### config.mk
export PLATFORM = sky130hd
export DESIGN_NAME = captura_monto
export DESIGN_NICKNAME = d
export VERILOG_FILES = /design/src/rtl/atm_pkg.sv /design/src/rtl/captura_monto_detector_flanco.sv /design/src/rtl/captura_monto.sv
export SDC_FILE = /design/constraint.sdc
export NUM_CORES = 1
export LEC_CHECK = 0
export ABC_AREA = 1
export BUFFER_PORTS_ARGS = -buffer_cell sky130_fd_sc_hd__buf_2
export CORE_MARGIN = 2
export CORE_UTILIZATION = 40
export CTS_CLUSTER_SIZE = 20
export DETAILED_ROUTE_END_ITERATION = 16
export HOLD_SLACK_MARGIN = 0.08
export PLACE_DENSITY = 0.59
export SKIP_CTS_REPAIR_TIMING = 1
export SYNTH_ARGS = -nofsm -noshare
export SYNTH_HDL_FRONTEND = slang
export SYNTH_SLANG_ARGS = --single-unit
### constraint.sdc
create_clock -name CLK -period 3.52 [get_ports CLK]
set_input_delay 0.176 -clock CLK [delete_from_list [all_inputs] [get_ports CLK]]
set_output_delay 0.176 -clock CLK [all_outputs]
set_load 0.005 [all_outputs]
### src/rtl/atm_pkg.sv
// Shared definitions for the ATM keypad capture stage and its transaction controller.
package atm_pkg;

    // Width of the binary amount handed to the controller.
    localparam int ANCHO_MONTO = 32;

    // Special key codes; 0..9 are digits, 4'hC..4'hF carry no meaning.
    localparam logic [3:0] TECLA_ENTER  = 4'hA;
    localparam logic [3:0] TECLA_BORRAR = 4'hB;

    // Capture FSM encoding.
    typedef enum logic [1:0] {
        INACTIVO = 2'd0,
        CAPTURA  = 2'd1,
        ENTREGA  = 2'd2
    } estado_t;

    // True when the key code is a decimal digit.
    function automatic logic es_digito(input logic [3:0] tecla);
        return (tecla <= 4'd9);
    endfunction

    // acc*10 + digit, built from shifts so no multiplier is inferred.
    function automatic logic [ANCHO_MONTO-1:0] acumular(
        input logic [ANCHO_MONTO-1:0] acc,
        input logic [3:0]             digito
    );
        return (acc << 3) + (acc << 1) + {{(ANCHO_MONTO-4){1'b0}}, digito};
    endfunction

endpackage

### src/rtl/captura_monto_detector_flanco.sv
// 1-bit rising-edge detector: flags the cycle in which the input is high
// and was low in the previous cycle. Also used on the controller's strobes.
module detector_flanco (
    input  logic clk_i,
    input  logic rst_i,
    input  logic nivel_i,
    output logic flanco_o
);

    logic previo_q;

    // History of the input level, cleared by the synchronous reset.
    always_ff @(posedge clk_i) begin
        if (rst_i) begin
            previo_q <= 1'b0;
        end else begin
            previo_q <= nivel_i;
        end
    end

    assign flanco_o = nivel_i & ~previo_q;

endmodule

### src/rtl/captura_monto.sv
// Keypad amount capture: turns strobed decimal key codes into a binary
// amount and hands it to the transaction controller with a one-cycle strobe.
module captura_monto
    import atm_pkg::*;
#(
    parameter int MAX_DIGITOS = 9
) (
    input  logic                   CLK,
    input  logic                   RESET,
    input  logic                   HABILITAR,
    input  logic [3:0]             TECLA,
    input  logic                   TECLA_STB,
    output logic [ANCHO_MONTO-1:0] MONTO,
    output logic                   MONTO_STB,
    output logic [3:0]             CONTEO,
    output logic                   ERROR_DIGITOS
);

    // Nine decimal digits is the most that fits in 32 bits without overflow.
    localparam logic [3:0] MAX_CONTEO = 4'(MAX_DIGITOS);

    estado_t                estado_q, estado_d;
    logic [ANCHO_MONTO-1:0] acc_q, acc_d;
    logic [3:0]             conteo_q, conteo_d;
    logic [ANCHO_MONTO-1:0] monto_q, monto_d;
    logic                   monto_stb_q, monto_stb_d;
    logic                   error_q, error_d;
    logic                   tecla_ok_s;

    // A key is taken only on the rising edge of its strobe.
    detector_flanco u_flanco_tecla (
        .clk_i    (CLK),
        .rst_i    (RESET),
        .nivel_i  (TECLA_STB),
        .flanco_o (tecla_ok_s)
    );

    // State and datapath registers; reset drops any pending strobe.
    always_ff @(posedge CLK) begin
        if (RESET) begin
            estado_q    <= INACTIVO;
            acc_q       <= '0;
            conteo_q    <= 4'd0;
            monto_q     <= '0;
            monto_stb_q <= 1'b0;
            error_q     <= 1'b0;
        end else begin
            estado_q    <= estado_d;
            acc_q       <= acc_d;
            conteo_q    <= conteo_d;
            monto_q     <= monto_d;
            monto_stb_q <= monto_stb_d;
            error_q     <= error_d;
        end
    end

    // Next-state and datapath decode; HABILITAR low overrides any key.
    always_comb begin
        estado_d    = estado_q;
        acc_d       = acc_q;
        conteo_d    = conteo_q;
        monto_d     = monto_q;
        monto_stb_d = 1'b0;
        error_d     = 1'b0;

        case (estado_q)
            INACTIVO: begin
                acc_d    = '0;
                conteo_d = 4'd0;
                if (HABILITAR) begin
                    estado_d = CAPTURA;
                end else begin
                    estado_d = INACTIVO;
                end
            end

            CAPTURA: begin
                if (!HABILITAR) begin
                    // Partial amount is discarded; MONTO keeps its last value.
                    estado_d = INACTIVO;
                    acc_d    = '0;
                    conteo_d = 4'd0;
                end else if (tecla_ok_s) begin
                    if (es_digito(TECLA)) begin
                        if (conteo_q < MAX_CONTEO) begin
                            acc_d    = acumular(acc_q, TECLA);
                            conteo_d = conteo_q + 4'd1;
                        end else begin
                            error_d = 1'b1;
                        end
                    end else if (TECLA == TECLA_BORRAR) begin
                        acc_d    = '0;
                        conteo_d = 4'd0;
                    end else if (TECLA == TECLA_ENTER) begin
                        if (conteo_q != 4'd0) begin
                            monto_d     = acc_q;
                            monto_stb_d = 1'b1;
                            estado_d    = ENTREGA;
                        end else begin
                            estado_d = CAPTURA;
                        end
                    end else begin
                        estado_d = CAPTURA;
                    end
                end else begin
                    estado_d = CAPTURA;
                end
            end

            ENTREGA: begin
                // Single cycle; any key edge seen here is dropped.
                acc_d    = '0;
                conteo_d = 4'd0;
                if (HABILITAR) begin
                    estado_d = CAPTURA;
                end else begin
                    estado_d = INACTIVO;
                end
            end

            default: begin
                estado_d = INACTIVO;
                acc_d    = '0;
                conteo_d = 4'd0;
            end
        endcase
    end

    assign MONTO         = monto_q;
    assign MONTO_STB     = monto_stb_q;
    assign CONTEO        = conteo_q;
    assign ERROR_DIGITOS = error_q;

endmodule

# After elaboration in Yosys (flattened, before gate mapping)
# Index checks and enable logic that the tools add are counted.
# word_totals
input_bits	8
reg_bits	73
word_cells	53
output_inout_bits	38
# classes
addsub	3
n_lt_le_gt_ge	2
reduce_logical	10
eq_ne	7
n_mux	16
bitwise	8
# ops
cell	n
2-to-1 mux 32 bit	3
adder 32 bit	1
adder 32 x 4 -> 32 bit	1
2-to-1 mux 2 bit	6
2-to-1 mux 4 bit	3
== test 4 bit, second input constant	2
inequality test 4 bit, second input constant	2
NOT 1 bit	7
AND reduction 7 bit	1
OR reduction 7 bit	1
OR reduction 5 bit	1
adder 4 x 1 -> 4 bit, second input constant	1
<= comparator 4 bit, second input constant	1
less-than comparator 4 bit, second input constant	1
one-hot mux 2 bit (2 select lines)	1
nonzero test 4 bit	1
2-to-1 mux 1 bit	3
AND reduction 3 bit	1
OR reduction 3 bit	1
== test 2 x 1 -> 1 bit, second input constant	1
== test 2 bit, second input constant	1
zero test 2 bit	1
inequality test 2 x 1 -> 1 bit, second input constant	1
AND reduction 2 bit	1
other kinds (3)	3

# Longest topological paths before layout
# logic_depth
depth_word	8
mapped_depth	15
mapped_depth_nobuf	15

# Cells and area by module
# From an unflattened synthesis, not the netlist that was laid out.
# hier_totals
cells_unflattened	809
area_unflattened_um2	5286.3
# by_module_without_submodules
mod	instances	area_each_um2	cells_per_inst	seq_area_each_um2
captura_monto	1	5255.0	805	1441.4
detector_flanco	1	31.3	4	20.0

# Least setup slack after synthesis
# OpenSTA, ideal clock, no wires.
# synth_path
path_type	register to register
from	register acc_q[0]
to	register acc_q[26]
synth_period_minus_slack_ps	2249
slack_ps	1271
t_arrival_ps	2179
setup_ps	70
path_stages_with_launch	16
required_ps	3450
path_buffers	0
path_cell_list	dfxtp_1 -> inv_1 -> fa_1 -> inv_1 -> fa_1 -> nand3_1 -> nand3_2 -> nand2_1 -> nand2_1 -> nand2_1 -> nand2_1 -> nand2_1 -> nand2_1 -> nand2_1 -> nand3_1 -> a21oi_1
# synth_via
elab_chain_cells	4
# synth_lines
element	line	text
start, declared	captura_monto.sv:23	logic [ANCHO_MONTO-1:0] acc_q, acc_d;
start signal, assigned	captura_monto.sv:42	acc_q <= '0;
start signal, assigned	captura_monto.sv:49	acc_q <= acc_d;
adder 32 bit	atm_pkg.sv:28	return (acc << 3) + (acc << 1) + {{(ANCHO_MONTO-4){1'b0}}, digito};
adder 32 x 4 -> 32 bit	atm_pkg.sv:28	
2-to-1 mux 32 bit	captura_monto.sv:85	if (conteo_q < MAX_CONTEO) begin
2-to-1 mux 32 bit	captura_monto.sv:84	if (es_digito(TECLA)) begin
# No other way between the ends. The select of a mux whose other input is x is not followed.
# A chain may end at the register's enable or synchronous reset.

# Worst setup path after layout
# Ends and elaborated chain as after synthesis.

==> out/results.txt <==
The flow ran to the end, and the final reports show no timing, DRC or antenna violations. For this run, the top clock speed supported by timing is 395 MHz. During placement, the flow inserted port buffers numbering 45. Row count: 41. The run gives 13,900 um^2 as the area enclosed by the die boundary. For the residual overflow from global routing, the log shows 0.

Synthesis produced 810 cells. The count of inserted antenna diode cells is 0. For the maximum vdd drop, the log shows 0.292 mV.

The mapped netlist covers 5200 um^2. STA classifies the critical path startpoint as a flop. The clock arrives with 0.0113 ns of skew. The H-tree was split into 3 levels. After detailed routing, the average wire length per cell comes to 13.6 um. Routability-driven placement finished with a final weighted congestion of 0.868. The biggest area consumer among synthesized cells was dfxtp_1. The max capacitance violation total is 0, and the count of warnings emitted by yosys is 0.

For the fraction of the yosys area taken by sequential cells, the log shows 0.281. The tools report the endpoint of the most critical register-to-register path as acc_q[26]. The maximum clock insertion buffer count is 2, and the remaining number of nets flagged by the antenna check after routing is 0.

At the end of the flow, the number of nets in the layout was 918. TritonCTS built the clock tree. The initial cell density of the core came out at 0.411.

The pin count of the biggest net entering global routing was 37. For the number of failing hold endpoints at the final stage, the log shows 0. The layout cell share with drive strength beyond 1 was 0.111; the number of sinks handled by clock tree synthesis was 73. The floorplan die width is 118 um, and the detailed-route vias per instance is 4.92. The slack of the worst reg-to-reg path was 0.99 ns; the number of cells traversed by the worst register-to-register path was 15. For the worst-case setup margin in the final layout, the log shows 0.986 ns.

The number of global-route vias before repair was 4,730. The core region is 12,700 um^2. After layout, the minimum clock period comes to 2.53 ns. For the total I/O pin count, the log shows 46.

The clock latency reported for the late side of the worst-skew pair is 0.34 ns. After clock tree synthesis, the clock-pin slew on the worst setup and hold paths is 0.07 ns. Dividing the synthesized area by the synthesized cell count gives 6.42 um^2. The share of the synthesized area in the top cell type works out to 0.281.

The final layout contains routed wiring with a total length of 14,000 um. The floorplan die height was 118 um; the final cycle utilization of the critical path was 0.720. All-layer global routing usage: 0.208. The number of cells traversed by the worst hold path was 3. The logs give 0.505 for the remaining max-slew budget at the tightest pin and 0 ns for the summed negative setup slack over all endpoints. Setup repair after global routing left no endpoint under its margin.

The arrival time of data at the critical path endpoint is 2.80 ns, and the slew at the pin with the worst max-slew slack is 0.742 ns. The tools report the startpoint of the worst register-to-register path as acc_q[0]. By area the synthesized netlist is led by dfxtp_1 28%, nand2_1 21%, ha_1 14%, a21oi_1 9.2%, inv_1 7.6%. The area growth from synthesis to layout is 12.9%.

The critical path start-end classification was flop to flop. Areal power density over the cells: 329 nW/um^2. The worst min-delay path category was input port to flop. The layout has 1,380 filler cells. After synthesis the netlist holds a flip-flop and latch count of 73.

The synthesized netlist contains 35 unique library cells. Capture point of the worst path: acc_q[26]. The detailed placer's ending HPWL is 10,700 um. The tools report the via count of the routed design as 5,043.

The number of nets handed over by synthesis was 880. The tools report the start point of the critical path as acc_q[0]. Setup violations remaining at the end of the flow were counted as 0. The tools report the element type at the critical path end as a flop. The tools report the max-slew violation count as 0. The tools report the number of antenna violations at the first check in global routing as 0.

In this run the worst path has a maximum fanout of 6. The iteration count of the initial detailed-routing pass is 5, and the detailed router's first-iteration violation count is 311. In the routed design, unresolved DRC markers number 0.

The data required time of the worst path was 3.79 ns; the total clock buffers created by CTS was 9. The analysis attributes to cell leakage a power of 3.08 nW. Pre-CTS worst setup slack: 1.02 ns.

The tools report the first-pass GRT wire length as 23,500 um. In this run the clock root is driven by a clkbuf_16.
## layer usage
layer	vias up	global-route usage	routed length, um
li1	2661	-	-
met1	2256	0.288	7000
met2	101	0.326	6050
met3	25	0.0359	549
met4	0	0.0738	367
met5	-	0	0
## area by class of cell
| cell class | instances | area, um^2 | area share |
|---|---|---|---|
| flip-flops and latches | 73 | 1460 | 0.249 |
| clock inverters | 7 | 103 | 0.0175 |
| well taps | 172 | 215 | 0.0366 |
| clock buffers | 9 | 225 | 0.0383 |
| inverters | 113 | 424 | 0.0722 |
| repair buffers | 46 | 233 | 0.0396 |
| multi-input cells | 605 | 3210 | 0.547 |
## kinds of logic (layout without fill, tap and decap cells)
| family | count (synthesis) | after routing | share of synthesized area |
|---|---|---|---|
| AOI/OAI and AO/OA | 120 | 120 | 0.121 |
| buffers and inverters | 132 | 175 | 0.102 |
| xor gates and xnor gates | 2 | 2 | 0.00337 |
| adders and majority gates | 62 | 62 | 0.152 |
| DFF | 73 | 73 | 0.281 |
| and+or+nand+nor | 421 | 421 | 0.341 |
## how the worst min path moves through the flow
stage	start	to	slack, ns
2_1_floorplan	TECLA_STB	u_flanco_tecla.previo_q	0.31
3_3_place_gp	TECLA_STB	u_flanco_tecla.previo_q	0.41
3_5_place_dp	u_flanco_tecla.previo_q	ERROR_DIGITOS	0.41
4_1_cts	TECLA_STB	u_flanco_tecla.previo_q	0.07
5_1_grt	TECLA_STB	u_flanco_tecla.previo_q	0.10
6_report	TECLA_STB	u_flanco_tecla.previo_q	0.07
## registers in the layout (all words and copies together) (netlist names)
signal,flops
MONTO,32
acc_q,32
CONTEO,4
estado_q,2
ERROR_DIGITOS,1
MONTO_STB,1
u_flanco_tecla.previo_q,1
## placed cells by master, fill, tap and decap left out, types with 8 or more instances in the layout
| cell | netlist | routed |
|---|---|---|
| nor2_1 | 43 | 43 |
| clkbuf_16 | 0 | 9 |
| dfxtp_1 | 73 | 73 |
| a21oi_1 | 96 | 96 |
| buf_2 | 6 | 45 |
| nand3_1 | 44 | 44 |
| nand2_1 | 294 | 294 |
| o21ai_1 | 8 | 8 |
| inv_1 | 106 | 106 |
| ha_1 | 60 | 60 |
| o21ai_0 | 8 | 8 |
## power breakdown
group / switching (mW) / internal [mW]
logic: 0.0507 / 0.0147
clock network: 0.405 / 0.630
registers: 0.00110 / 0.828
total: 0.457 / 1.47
## worst max-delay path, cell delays in order (launching register included)
cell	delay, ns
dfxtp_1	0.35
inv_1	0.09
fa_1	0.51
inv_1	0.07
fa_1	0.47
nand3_1	0.12
nand3_2	0.12
nand2_1	0.08
nand2_1	0.08
nand2_1	0.07
nand2_1	0.09
nand2_1	0.09
nand2_1	0.06
nand2_1	0.05
nand3_1	0.07
a21oi_1	0.15
## cells in the mapped netlist
cell type / instances
nand2_1: 294
inv_1: 106
a21oi_1: 96
dfxtp_1: 73
ha_1: 60
nand3_1: 44
nor2_1: 43
o21ai_0: 8
o21ai_1: 8
clkbuf_1: 7
inv_2: 7
nand4_1: 7
buf_2: 6
nor2_2: 6
nor3_1: 6
buf_4: 5
nand2_2: 5
nand3_2: 5
or2_2: 3
a211oi_1: 2
a21oi_2: 2
and2_1: 2
fa_1: 2
nand3b_1: 2
a21o_1: 1
buf_6: 1
nand2_4: 1
nand4_2: 1
nor4_1: 1
nor4_4: 1
o21ai_2: 1
o21bai_1: 1
o21bai_2: 1
xnor2_1: 1
xor2_1: 1
## per-stage QoR
| step | hold WS [ns] | instance area (um^2) | power (mW) | util | std cells |
|---|---|---|---|---|---|
| 6_report | 0.0725 | 5870 | 1.93 | 0.464 | 1025 |
| 4_1_cts | 0.0683 | 5870 | 1.94 | 0.464 | 1025 |
| 3_5_place_dp | 0.411 | 5550 | 0.913 | 0.438 | 1009 |
| 5_1_grt | 0.104 | 5870 | 1.98 | 0.464 | 1025 |
| 2_1_floorplan | 0.312 | 5200 | 0.895 | - | 810 |
| 3_3_place_gp | 0.414 | 5550 | 0.913 | 0.438 | 1009 |
Note: power is estimated with default switching activity, not from simulation.
